===== src/rtl/vga_pkg.sv =====
// Shared constants and slot encoding for the VGA text/video RAM path.
// Imported by the arbiter and its display return pipe.
package vga_pkg;

   localparam int AW_DEF = 12;
   localparam int DW_DEF = 8;

   localparam int TXT_COLS = 80;
   localparam int TXT_ROWS = 30;

   typedef enum logic [1:0] {
      IDLE = 2'd0,
      DISP = 2'd1,
      WR   = 2'd2
   } slot_t;

endpackage


===== src/rtl/vram_port_arbiter_disp_read_pipe.sv =====
// Display return path: tracks an issued RAM read through the
// one-cycle RAM latency and registers the returned data.
module disp_read_pipe #(
   parameter int DW = 8
) (
   input  logic          clk,
   input  logic          reset,
   input  logic          rd_issue,
   input  logic [DW-1:0] rdata,
   output logic [DW-1:0] data,
   output logic          valid
);

   logic rd_pend;

   // Stage 1 marks RAM data arriving; stage 2 captures it.
   always_ff @(posedge clk or posedge reset) begin
      if (reset) begin
         rd_pend <= 1'b0;
         valid   <= 1'b0;
         data    <= '0;
      end else begin
         rd_pend <= rd_issue;
         valid   <= rd_pend;
         if (rd_pend)
            data <= rdata;
      end
   end

endmodule


===== src/rtl/vram_port_arbiter.sv =====
// Single-port VRAM arbiter: display reads always win, the writer
// gets leftover (optionally blanking-only) slots via req/ack.
module vram_port_arbiter
   import vga_pkg::*;
#(
   parameter int   AW            = AW_DEF,
   parameter int   DW            = DW_DEF,
   parameter logic WR_BLANK_ONLY = 1'b1,
   parameter int   MAX_WAIT      = 1023
) (
   input  logic          clk,
   input  logic          reset,
   input  logic          video_on,
   input  logic          disp_req,
   input  logic [AW-1:0] disp_addr,
   output logic [DW-1:0] disp_data,
   output logic          disp_valid,
   input  logic          wr_req,
   input  logic [AW-1:0] wr_addr,
   input  logic [DW-1:0] wr_data,
   output logic          wr_ack,
   output logic          wr_starve,
   output logic          mem_en,
   output logic          mem_we,
   output logic [AW-1:0] mem_addr,
   output logic [DW-1:0] mem_wdata,
   input  logic [DW-1:0] mem_rdata
);

   localparam int CW = $clog2(MAX_WAIT + 1);
   localparam logic [CW-1:0] WAIT_MAX = CW'(MAX_WAIT);

   slot_t         slot;
   slot_t         slot_d;
   logic          wr_ok;
   logic [CW-1:0] wait_cnt;
   logic [CW-1:0] wait_d;

   // Writer eligibility; the ack cycle blocks a stale re-grant.
   always_comb begin
      wr_ok = wr_req && !wr_ack
              && (!WR_BLANK_ONLY || !video_on);
   end

   // Next-slot decision: display first, then writer, else idle.
   always_comb begin
      slot_d = IDLE;
      if (disp_req)
         slot_d = DISP;
      else if (wr_ok)
         slot_d = WR;
      else
         slot_d = IDLE;
   end

   // Slot register.
   always_ff @(posedge clk or posedge reset) begin
      if (reset)
         slot <= IDLE;
      else
         slot <= slot_d;
   end

   // Registered RAM controls and write ack for the decided slot.
   always_ff @(posedge clk or posedge reset) begin
      if (reset) begin
         mem_en    <= 1'b0;
         mem_we    <= 1'b0;
         mem_addr  <= '0;
         mem_wdata <= '0;
         wr_ack    <= 1'b0;
      end else begin
         mem_en <= (slot_d != IDLE);
         mem_we <= (slot_d == WR);
         wr_ack <= (slot_d == WR);
         case (slot_d)
            DISP: mem_addr <= disp_addr;
            WR: begin
               mem_addr  <= wr_addr;
               mem_wdata <= wr_data;
            end
            default: ;
         endcase
      end
   end

   // Consecutive-denial count; cleared by grant, ack or idle writer.
   always_comb begin
      wait_d = wait_cnt;
      if (!wr_req || wr_ack || slot_d == WR)
         wait_d = '0;
      else if (wait_cnt != WAIT_MAX)
         wait_d = wait_cnt + 1'b1;
   end

   // Wait counter and sticky starvation flag.
   always_ff @(posedge clk or posedge reset) begin
      if (reset) begin
         wait_cnt  <= '0;
         wr_starve <= 1'b0;
      end else begin
         wait_cnt <= wait_d;
         if (wait_d == WAIT_MAX)
            wr_starve <= 1'b1;
      end
   end

   disp_read_pipe #(
      .DW (DW)
   ) u_rd_pipe (
      .clk      (clk),
      .reset    (reset),
      .rd_issue (slot == DISP),
      .rdata    (mem_rdata),
      .data     (disp_data),
      .valid    (disp_valid)
   );

endmodule


===== config.mk =====
export PLATFORM = sky130hd
export DESIGN_NAME = vram_port_arbiter
export DESIGN_NICKNAME = d
export VERILOG_FILES = /design/src/rtl/vga_pkg.sv /design/src/rtl/vram_port_arbiter_disp_read_pipe.sv /design/src/rtl/vram_port_arbiter.sv
export SDC_FILE = /design/constraint.sdc
export NUM_CORES = 1
export LEC_CHECK = 0
export BUFFER_PORTS_ARGS = -buffer_cell sky130_fd_sc_hd__buf_2
export CORE_MARGIN = 2
export CORE_UTILIZATION = 49
export CTS_BUF_LIST = sky130_fd_sc_hd__clkbuf_8
export CTS_CLUSTER_DIAMETER = 80
export DETAILED_ROUTE_END_ITERATION = 8
export GPL_TIMING_DRIVEN = 1
export PLACE_DENSITY = 0.81
export SYNTH_ARGS = -nofsm -noshare
export SYNTH_HDL_FRONTEND = slang
export SYNTH_SLANG_ARGS = --single-unit

===== constraint.sdc =====
create_clock -name clk -period 2.5 [get_ports clk]
set_input_delay 0.5 -clock clk [delete_from_list [all_inputs] [get_ports clk]]
set_output_delay 0.5 -clock clk [all_outputs]
set_load 0.01 [all_outputs]

# Word-level counts from Yosys, hierarchy flattened
# Cells that the tools add are included.
dict set report totals {
  inputBits 45
  output_inout_bits 33
  ff_bits 45
  word_cells 30
}
dict set report classes {
  n_reduce_logical 9
  n_eq_ne 5
  n_mux 5
  add_sub_neg 1
}
# op count
set op_table {}
lappend op_table {{12-bit one-hot mux with 2 select lines} 1}
lappend op_table {{10-bit two-way mux} 2}
lappend op_table {{10-bit by 1-bit adder with 10-bit output, second input constant} 1}
lappend op_table {{10-bit == test, second input constant} 1}
lappend op_table {{10-bit != test, second input constant} 1}
lappend op_table {{2-bit by 1-bit == test with 1-bit output, second input constant} 2}
lappend op_table {{2-bit two-way mux} 2}
lappend op_table {{2-bit nonzero test} 2}
lappend op_table {{1-bit logical NOT} 3}
lappend op_table {{2-bit == test, second input constant} 1}
lappend op_table {{1-bit logical AND} 2}
lappend op_table {{1-bit logical OR} 2}

# Logic depth before layout (Yosys ltp)
# Gate-level depths: netlist (run 1).
dict set report depth {
  ltp_word 9
  mapped_depth 6
  ltp_nobuf 6
}

# Modules after synthesis
# From an unflattened synthesis (run 1), not the netlist that was laid out.
dict set report hier_totals {
  cells_unflattened 153
  area_unflattened_um2 1900.6
}
# module area_per_inst_um2 seq_area_each_um2 cells_each instances
set by_module_without_submodules {}
lappend by_module_without_submodules {vram_port_arbiter 1515.2 850.8 133 1}
lappend by_module_without_submodules {disp_read_pipe 385.4 250.2 20 1}

# Worst setup path after synthesis (run 1)
# No wires, ideal clock.
dict set report synth_timing {
  path_type {register to register}
  from {reg wait_cnt[0]}
  to {reg wr_starve}
  path_slack_ps 722
  period_less_slack_ps 1778
  required_time_ps 2434
  stages_incl_launch_ff 7
  n_path_buf 0
  setup_ps 66
  arrival_ps 1712
  cell_sequence {dfrtp_1 > ha_1 > nand2_1 > nor3_4 > mux2_1 > a311oi_1 > a41o_1}
}
dict set report synth_via {
  elab_chain_len 4
}
# item line_no
set synth_rtl {}
lappend synth_rtl {{start: declaration} vram_port_arbiter.sv:36} ;# logic [CW-1:0] wait_cnt;
lappend synth_rtl {{start signal: assignment} vram_port_arbiter.sv:102} ;# wait_cnt <= wait_d;
lappend synth_rtl {{10-bit by 1-bit adder with 10-bit output / 10-bit != test (equally long branches)} {vram_port_arbiter.sv:93, vram_port_arbiter.sv:92}}
lappend synth_rtl {{10-bit two-way mux (*)} vram_port_arbiter.sv:92} ;# else if (wait_cnt != WAIT_MAX)
lappend synth_rtl {{10-bit two-way mux (*)} vram_port_arbiter.sv:90} ;# if (!wr_req || wr_ack || slot_d == WR)
lappend synth_rtl {{10-bit == test (*)} vram_port_arbiter.sv:103} ;# if (wait_d == WAIT_MAX)
lappend synth_rtl {{end signal: assignment} vram_port_arbiter.sv:100} ;# wr_starve <= 1'b0;
lappend synth_rtl {{end signal: assignment} vram_port_arbiter.sv:104} ;# wr_starve <= 1'b1;
lappend synth_rtl {{end: declaration} vram_port_arbiter.sv:22} ;# output logic wr_starve,
# Every way passes the cells marked *; elsewhere a longest branch is shown, timed or not.
# A chain may end at the register's enable or synchronous reset.

# Worst setup path after layout (run 1)
# Ends and elaborated chain as after synthesis.

==> metrics.md, run 1 <==
| Metric | Value |
|---|---|
| Initial core utilization | between 50% and 60% |
| Root Driver | clkbuf_8 |
| Post-Synth Simple-Gate Area | 10.0% |
| Transition time at the pin with the least slew margin | 0.524 ns |
| First DRT Iteration DRCs | 146 |
| Clock Sink Count | between 40 and 50 |
| Syn-to-layout area delta | 30.0% |
| Setup_tns | 0 ns |
| Hold_buf cts | 0 |
| Hold Slack | slightly above 0.3 ns |
| WP data required | around 2.7 ns |
| Grt ovf | 0 |
| Startpoint Class | flop |
| Vias in the first global route | 1535 |
| Largest net degree at the start of global routing | 45 |
| Mapped Avg Cell Area | 12.5 um^2 |
| Die outline width | between 60 and 70 um |
| Final nets | 276 |
| Finished Layout Cells | 279 |
| Inst Count DP | 271 |
| Initial antenna violation count | 0 |
| First-pass iteration count of the detailed router | 6 |
| CTS tree | done |
| Mux cell area share after synthesis | 10.8% |
| Hold Crit Class | in -> async |
| RSZ-0062 raised after global routing | no |
| Max Clock Freq | between 0.4 and 0.5 GHz |
| Outcome | completed |
| Antenna viol nets, final | 0 |
| Clk_skew | 0.00317 ns |
| Port bufs | 77 |
| DIE AREA | between 4000 and 5000 um^2 |
| Final worst slack | 0.487 ns |
| Clk pin slew, worst setup/hold paths | roughly 0.08 ns |
| Core Util, Final | 66.3% |
| Multi-input combinational cell area | 669 um^2 |
| XOR/XNOR share of the synthesized area | 1.88% |
| Via count | around 1.5k |
| Final period util | roughly four fifths |
| First-pass GRT wire length | between 6 and 7 mm |
| Yosys top cell by area | dfrtp_1 |
| Total wire length | 4.00 mm |
| Commonest non-fill, non-tap cell in the layout | buf_2 |
| Vias per Instance | 5.32 |
| Critical path endpoint category | flop |
| Die span in y | between 60 and 70 um |
| Syn nets | 196 |
| Peak supply drop | roughly 0.00038 V |
| Routed WL per cell | 14.3 um |
| Worst skew pair latency | between 0.2 and 0.3 ns |
| Worst slack at placement | between 0.5 and 0.6 ns |
| Synth Instances | 150 |
| Clock Path Buffers | 2 |
| Site Rows | 22 |
| Fin. Hold Viols | 0 |
| GPL Wtd Cong | a little over 0.8 |
| WS Path Type | reg -> reg |
| Post-Synth Adder-Cell Area | 0.670% |
| Layout cells sized above 1 | roughly half |
| Overall Global Routing Usage | 20.7% |
| Slew margin rel. | 65.0% |
| Reg2reg end | wr_starve |
| Synthesized flop and latch total | 44 |
| Core area | 3660 um^2 |
| Inserted Clock Buffers | 5 |
| Arr. time, crit path | 2.24 ns |
| Post-synthesis compound-gate area fraction | roughly 12% |
| Number of fill cells | 282 |
| Most frequent cells in the layout | buf_2, dfrtp_1, mux2_2, inv_1, a222oi_1 |
| Setup violations, final | 0 |
| Sequential fraction of the synthesis area | between 50% and 60% |
| # IOs | 78 |
| Crit path max fanout | 5 |
| Yosys Warn Count | 0 |
| Crit path time final | 2.01 ns |
| H-tree Lvls | 2 |
| Post-synth top area share | 58.9% |
| R2R setup slack | 0.49 ns |
| Power density over the cells | 682 nW/um^2 |
| Synth Cell Area | 1870 um^2 |
| Slew Limit Fails | 0 |
| Worst r2r src | wait_cnt[0] |
| Synth cell types | 36 |
| Register area | 1100 um^2 |
| Max-Cap Viols | 0 |
| Main combinational cell family by area after synthesis | compound AO/OA/AOI/OAI gates |
| # Post-CTS Setup Buffers | 0 |
| R2R depth | 6 |
| Number of gates resized after CTS | 0 |
| DRC Markers | 0 |
| HPWL after detailed placement | 2.98 mm |
| Leading post-synthesis cells by cell area | dfrtp_1, mux2_2, a222oi_1 |
| N_diodes | 0 |
| Leakage | 1.24 nW |
-- cell usage after synthesis --
| library cell | count |
|---|---|
| dfrtp_1 | 44 |
| mux2_2 | 16 |
| inv_1 | 15 |
| a222oi_1 | 12 |
| nor2_1 | 10 |
| nand2_1 | 8 |
| a21oi_1 | 4 |
| clkbuf_1 | 4 |
| nor3_1 | 3 |
| o21bai_1 | 3 |
| xor2_1 | 3 |
| a31oi_1 | 2 |
| buf_4 | 2 |
| nand3_1 | 2 |
| a211oi_1 | 1 |
| a211oi_2 | 1 |
| a311oi_1 | 1 |
| a41o_1 | 1 |
| and3_1 | 1 |
| buf_2 | 1 |
| buf_6 | 1 |
| ha_1 | 1 |
| mux2_1 | 1 |
| mux2i_1 | 1 |
| nand2b_1 | 1 |
| nand3_4 | 1 |
| nand4_1 | 1 |
| nand4_2 | 1 |
| nor2_2 | 1 |
| nor2b_1 | 1 |
| nor3_2 | 1 |
| nor3_4 | 1 |
| o2111ai_1 | 1 |
| o21ai_0 | 1 |
| or2b_1 | 1 |
| xnor2_1 | 1 |
-- state kept, by name, summed over array words and instances, names as in the netlist --
register	cells
mem_addr	12
mem_en	1
mem_wdata	8
mem_we	1
slot	1
u_rd_pipe.data	8
u_rd_pipe.rd_pend	1
u_rd_pipe.valid	1
wait_cnt	10
wr_starve	1
-- critical path: stages (launching register included) --
cell and delay, ns:
dfrtp_1 0.42, ha_1 0.27, nand2_1 0.16, nor3_4 0.27, mux2_1 0.35, a311oi_1 0.27, a41o_1 0.20
-- metal layers --
metal | vias up | GRT usage [%] | routed length (um) | part of all wire [%]
li1 | 697 | - | - | -
met1 | 707 | 24.3 | 1600 | 40
met2 | 75 | 34.7 | 2000 | 50
met3 | 6 | 7.19 | 336 | 8.4
met4 | 0 | 7.81 | 68 | 1.7
met5 | - | 0 | 0 | 0
-- logic make-up after synthesis --
family,count (synthesis)
simple gates,33
mux,18
compound gates,27
buf+inv,23
fa+ha+maj,1
xor+xnor,4
flops,44
-- layout make-up --
| type | instances | share of cell area [%] |
|---|---|---|
| Clock buffer | 7 | 3.97 |
| Timing Repair Buffer | 81 | 17.1 |
| Clock inverter | 1 | 1.24 |
| Sequential cell | 44 | 45.3 |
| Tap cell | 48 | 2.47 |
| Inverter | 15 | 2.32 |
| Multi-Input combinational cell | 83 | 27.6 |
-- power breakdown --
part           total (mW)  internal [mW]  switching [mW]
logic               0.256          0.130           0.126
registers           0.820          0.781          0.0390
clock network       0.580          0.352           0.227
-- stage by stage --
step / total power, mW / instance area, um^2
final: 1.66 / 2430
after global routing: 1.73 / 2430
after CTS: 1.67 / 2430
after detailed placement: 1.09 / 2300
after global placement: 1.08 / 2300
after floorplan: 0.965 / 1870
-- how the worst max path moves through the flow --
| stage | startpoint | endpoint |
|---|---|---|
| 5_1_grt | wait_cnt[0] | wr_starve |
| 2_1_floorplan | wait_cnt[0] | wr_starve |
| 3_3_place_gp | wait_cnt[0] | wr_starve |
| 4_1_cts | wait_cnt[0] | wr_starve |
| 6_report | wait_cnt[0] | wr_starve |
| 3_5_place_dp | wait_cnt[0] | wr_starve |
Power figures use the tool's default switching activity.
==> run 2: changes to the inputs <==
Settings changed: CORE_UTILIZATION 49 to 44, PLACE_DENSITY 0.81 to 0.77.
Clock period 2.5 ns to 1.6 ns, I/O delays scaled along.
==> run 2 against run 1 <==
Against the previous run:
- the run now ends with setup timing left
- flip-flop and latch count did not move
- critical path type unchanged
- sequential power rose by 56%
- via count rose by 2.4%
- wire length rose by 6.3%
==> metrics.md, run 2 (synthesis results as in run 1) <==
| Metric | Value |
|---|---|
| Hold Crit Class | in -> async |
| Largest net degree at the start of global routing | 45 |
| Crit path max-delay family | flip-flops |
| First-pass GRT wire length | 7.38 mm |
| First-pass iteration count of the detailed router | 4 |
| Critical path endpoint category | flop |
| H-tree Lvls | 2 |
| Antenna viol nets, final | 0 |
| Inserted Clock Buffers | 5 |
| WS Path Type | reg -> reg |
| RSZ-0062 raised after global routing | yes |
| Buffers & Inverters on Critical Path | 0 |
| Overall Global Routing Usage | 19.2% |
| Port bufs | 77 |
| # IOs | 78 |
| Core Util, Final | between 60% and 70% |
| Site Rows | 23 |
| Syn-to-layout area delta | 37.3% |
| M3 GR Usage | 5.26% |
| CP max stage cell | dfrtp_1 |
| Final worst slack | -0.00493 ns |
| Vias in the first global route | 1599 |
| Layout cells sized above 1 | a little over half |
| Via count | approximately 1.5k |
| Commonest non-fill, non-tap cell in the layout | buf_2 |
| Worst slack at placement | -0.0221 ns |
| Slew Limit Fails | 0 |
| DRC Markers | 0 |
| Met2 Track Usage GR | 31.4% |
| Worst skew pair latency | roughly 0.29 ns |
| Setup_tns | -0.00493 ns |
| Root Driver | clkbuf_8 |
| Failing checks | setup timing |
| Die span in y | 69.2 um |
| N_diodes | 0 |
| Met1 usage | 23.8% |
| First DRT Iteration DRCs | roughly 140 |
| Die outline width | 69.2 um |
| Leakage | 1.32 nW |
| Power density over the cells | about 940 nW/um^2 |
| Largest register by flop count | mem_addr |
| Core area | 4030 um^2 |
| Initial antenna violation count | 0 |
| Clk pin slew, worst setup/hold paths | 0.08 ns |
| Busiest grt layer | met2 |
| Crit path max fanout | 2 |
| Max-Cap Viols | 0 |
| Final period util | 100% |
| Startpoint Class | flop |
| Clock Path Buffers | 2 |
| Hold_buf cts | 0 |
| Initial core utilization | 46.4% |
| Vias per Instance | 5.12 |
| HPWL after detailed placement | 3.18 mm |
| Total Power | 2.42 mW |
| Peak supply drop | 0.000707 V |
| CP max stage delay | 0.41 ns |
| Most frequent cells in the layout | buf_2, dfrtp_1, buf_4, mux2_2, inv_1 |
| CTS tree | done |
| Final nets | 292 |
| Top Registers | mem_addr: 12 flops, wait_cnt: 10 flops |
| Arr. time, crit path | roughly 1.8 ns |
| GPL Wtd Cong | 0.902 |
| WP data required | 1.82 ns |
| Transition time at the pin with the least slew margin | 0.385 ns |
| Clock Sink Count | 44 |
| Slew margin rel. | 74.3% |
| Outcome | complete, but fails checks |
| Total wire length | between 4 and 5 mm |
| Fin. Hold Viols | 0 |
| Clk_skew | 0.00870 ns |
| Grt ovf | 0 |
| Cell Chain, Critical Path | ha_4 > or2b_1 > mux2_4 > a311oi_2 > a41o_1 |
| DIE AREA | between 4000 and 5000 um^2 |
| Routed WL per cell | around 14 um |
| Setup violations, final | 1 |
| Max Clock Freq | 0.623 GHz |
| Max reg flops | 12 |
| Crit path time final | between 1.5 and 2 ns |
==> run 2: cell types whose count changed in the layout (fill, tap and decap cells not counted), sizes merged <==
cell      delta
buf         +16
bufinv       -1
clkbuf       -1
clkinvlp     +1
inv          +1
==> run 2: what timing repair did <==
| action | 4_1_cts | 5_1_grt |
|---|---|---|
| resized for setup | 1 | 2 |
| endpoints found under the setup margin | 1 | 2 |
| setup buffers | 0 | 2 |
| pin swaps | 2 | 2 |
==> run 2: final timing paths <==
kind / from / slack, ns / endpoint / depth (start not counted)
min reg2reg: slot[0] / 0.48 / u_rd_pipe.rd_pend / 1
min: reset / 0.04 / wait_cnt[6] / 3
max in group asynchronous: reset / 1.35 / mem_wdata[0] / 3
max reg2reg: wait_cnt[1] / -0.005 / wr_starve / 5
max: wait_cnt[1] / -0.005 / wr_starve / 5
min in group clk: wr_data[2] / 0.25 / mem_wdata[2] / 2
==> run 2: worst register-to-register path, delay by kind of cell (launching register included) <==
| family | cells | cell delay [ns] |
|---|---|---|
| flops | 1 | 0.41 |
| compound gates | 2 | 0.38 |
| fa+ha+maj | 1 | 0.27 |
| mux | 1 | 0.27 |
| simple gates | 1 | 0.21 |
==> run 2: report_power, final <==
part | switching, mW | internal (mW) | total [mW]
sequential | 0.0617 | 1.22 | 1.28
combinational | 0.203 | 0.224 | 0.427
clock | 0.363 | 0.344 | 0.707
==> run 2: metrics by stage <==
step,std cells,hold slack [ns],instance area [um^2]
2_1_floorplan,150,0.351,1890
4_1_cts,295,0.0522,2540
3_5_place_dp,287,0.378,2440
6_report,297,0.0435,2560
3_3_place_gp,287,0.368,2440
5_1_grt,297,0.0647,2560
==> run 2: layout make-up <==
cell class | count | area (um^2)
Multi-Input combinational cell | 83 | 703
Clock inverter | 2 | 11.3
Fill cell | 325 | 1460
Inverter | 15 | 56.3
Timing Repair Buffer | 97 | 548
Tap cell | 50 | 62.6
Clock buffer | 6 | 82.6
Sequential cell | 44 | 1100
==> run 2: layer usage <==
metal	part of all wire, %	up-vias
met3	6.5	9
met5	0	-
met1	42	717
met4	2.6	0
met2	49	64
li1	-	730
==> run 3: changes to the inputs <==
Settings changed: PLACE_DENSITY 0.77 to 0.82.
==> run 3 against run 2 <==
Against the previous run:
- the flow now finishes without violations
- first-iteration DRC count fell by 13%
- worst setup slack improved by 0.024 ns
- die area did not move
- largest cell class unchanged
- largest power group unchanged
==> metrics.md, run 3 (synthesis results as in run 1) <==
| Metric | Value |
|---|---|
| Outcome | completed |
| Critical path endpoint category | flop |
| Final period util | 98.8% |
| Inserted Clock Buffers | 5 |
| Max-Cap Viols | 0 |
| Clock network fraction of design power | 34.3% |
| Commonest non-fill, non-tap cell in the layout | buf_2 |
| Crit path max fanout | 2 |
| Inst Count DP | 283 |
| WS Path Type | reg -> reg |
| Layout cells sized above 1 | 52.7% |
| Peak supply drop | 0.000843 V |
| Power density over the cells | ~1000 nW/um^2 |
| Root Driver | clkbuf_8 |
| Clock Path Buffers | 2 |
| Crit path time final | 1.58 ns |
| Core Util, Final | a little under two thirds |
| Hold Crit Class | in -> async |
| Fin. Hold Viols | 0 |
| Grt ovf | 0 |
| Die span in y | 69.2 um |
| Initial antenna violation count | 0 |
| H-tree Lvls | 2 |
| Clk pin slew, worst setup/hold paths | 0.08 ns |
| Seq pwr share | 49.5% |
| Core area | 4030 um^2 |
| Startpoint Class | flop |
| GPL Wtd Cong | 0.882 |
| Busiest grt layer | met2 |
| Largest net degree at the start of global routing | 45 |
| Final worst slack | 0.0188 ns |
| DIE AREA | 4780 um^2 |
| First-pass iteration count of the detailed router | 5 |
| Clock Sink Count | 44 |
| HPWL after detailed placement | 2.98 mm |
| Total wire length | 4.08 mm |
| Setup violations, final | 0 |
| Slew margin rel. | 76.0% |
| Slew Limit Fails | 0 |
| Overall Global Routing Usage | 17.9% |
| Transition time at the pin with the least slew margin | 0.360 ns |
| Most frequent cells in the layout | buf_2, dfrtp_1, mux2_2, inv_1 |
| Worst slack at placement | 0.00613 ns |
| N_diodes | 0 |
| CTS tree | done |
| Psw | 0.644 mW |
| Max reg flops | 12 |
| Hold_buf cts | 0 |
| Max Clock Freq | roughly 0.63 GHz |
| Switching share of power | 24.8% |
| Arr. time, crit path | 1.83 ns |
| Final nets | between 200 and 300 |
| Vias in the first global route | 1492 |
| Die outline width | ~70 um |
| Worst skew pair latency | ~0.30 ns |
| Routed WL per cell | 14.0 um |
| Leakage | 1.30 nW |
| Internal power | 1.95 mW |
| Port bufs | 77 |
| Top Registers | mem_addr: 12 flops, wait_cnt: 10 flops |
| Finished Layout Cells | 291 |
| # IOs | 78 |
| Comb power frac | around 16% |
| Met1 usage | 22.1% |
| Via count | about 1.5k |
| DRC Markers | 0 |
| First DRT Iteration DRCs | 118 |
| Clk_skew | a little under 0.009 ns |
| RSZ-0062 raised after global routing | yes |
| First-pass GRT wire length | 6.80 mm |
| M3 GR Usage | 4.53% |
| Antenna viol nets, final | 0 |
| Largest register by flop count | mem_addr |
| Initial core utilization | 46.4% |
| Syn-to-layout area delta | 36.8% |
| Site Rows | 23 |
| WP data required | 1.85 ns |
| Vias per Instance | 5.25 |
| Met2 Track Usage GR | around 29% |
[run 3: cell count changes in the layout (fill, tap and decap cells not counted)]
| cell | before | now |
|---|---|---|
| nand3_2 | 1 | 0 |
| clkinv_4 | 0 | 1 |
| o21bai_1 | 2 | 3 |
| nor3_2 | 2 | 3 |
| o21bai_2 | 1 | 0 |
| nand3_1 | 1 | 2 |
| buf_4 | 19 | 12 |
| bufinv_16 | 0 | 1 |
| nor3_1 | 2 | 1 |
| inv_1 | 15 | 14 |
| buf_12 | 1 | 2 |
| clkinvlp_4 | 1 | 0 |
[run 3: path summary, 6_finish.rpt]
kind                              start                 to  slack [ns]  depth (start not counted)
setup / recovery            wait_cnt[1]          wr_starve        0.02                          5
hold / removal                    reset        wait_cnt[6]        0.03                          3
setup reg to reg            wait_cnt[1]          wr_starve        0.02                          5
hold reg to reg               wr_starve          wr_starve        0.47                          1
max in group asynchronous         reset       mem_wdata[3]        1.36                          3
min in group clk           mem_rdata[6]  u_rd_pipe.data[6]        0.24                          2
[run 3: critical path, stage by stage (launching register included)]
cell and delay, ns:
dfrtp_1 0.42, ha_4 0.28, or2b_1 0.22, mux2_4 0.27, a311oi_2 0.17, a41o_1 0.18
[run 3: cell type report]
cell class	instances	area, um^2
Fill cell	292	1470
Inverter	15	56.3
Clock buffer	6	82.6
Tap cell	50	62.6
Multi-Input combinational cell	83	699
Clock inverter	2	38.8
Timing Repair Buffer	91	515
Sequential cell	44	1100
[run 3: timing repair]
action,in CTS,in global routing
gates cloned,0,0
setup buffers,0,0
endpoints found under the setup margin,1,2
resized for setup,1,1
pin swaps,0,1
[run 3: power groups by stage]
stage	clock network (mW)	registers, mW	logic, mW
4_1_cts	0.906	1.28	0.429
3_5_place_dp	0	1.30	0.427
3_3_place_gp	0	1.30	0.412
6_report	0.890	1.28	0.422
5_1_grt	0.952	1.30	0.463
2_1_floorplan	0	1.35	0.167
[run 3: stage by stage]
stage	power [mW]	instance area, um^2	hold WS, ns	setup TNS (ns)
global route	2.71	2560	0.0430	-0.0408
detailed placement	1.73	2420	0.369	0
global placement	1.71	2420	0.372	0
finish	2.60	2560	0.0347	0
floorplan	1.51	1890	0.351	0
CTS	2.62	2550	0.0401	0
[run 3: per-layer routing]
metal	vias up	wire, um
met5	-	0
met4	0	99
met3	8	307
met2	77	2010
met1	728	1660
li1	716	-
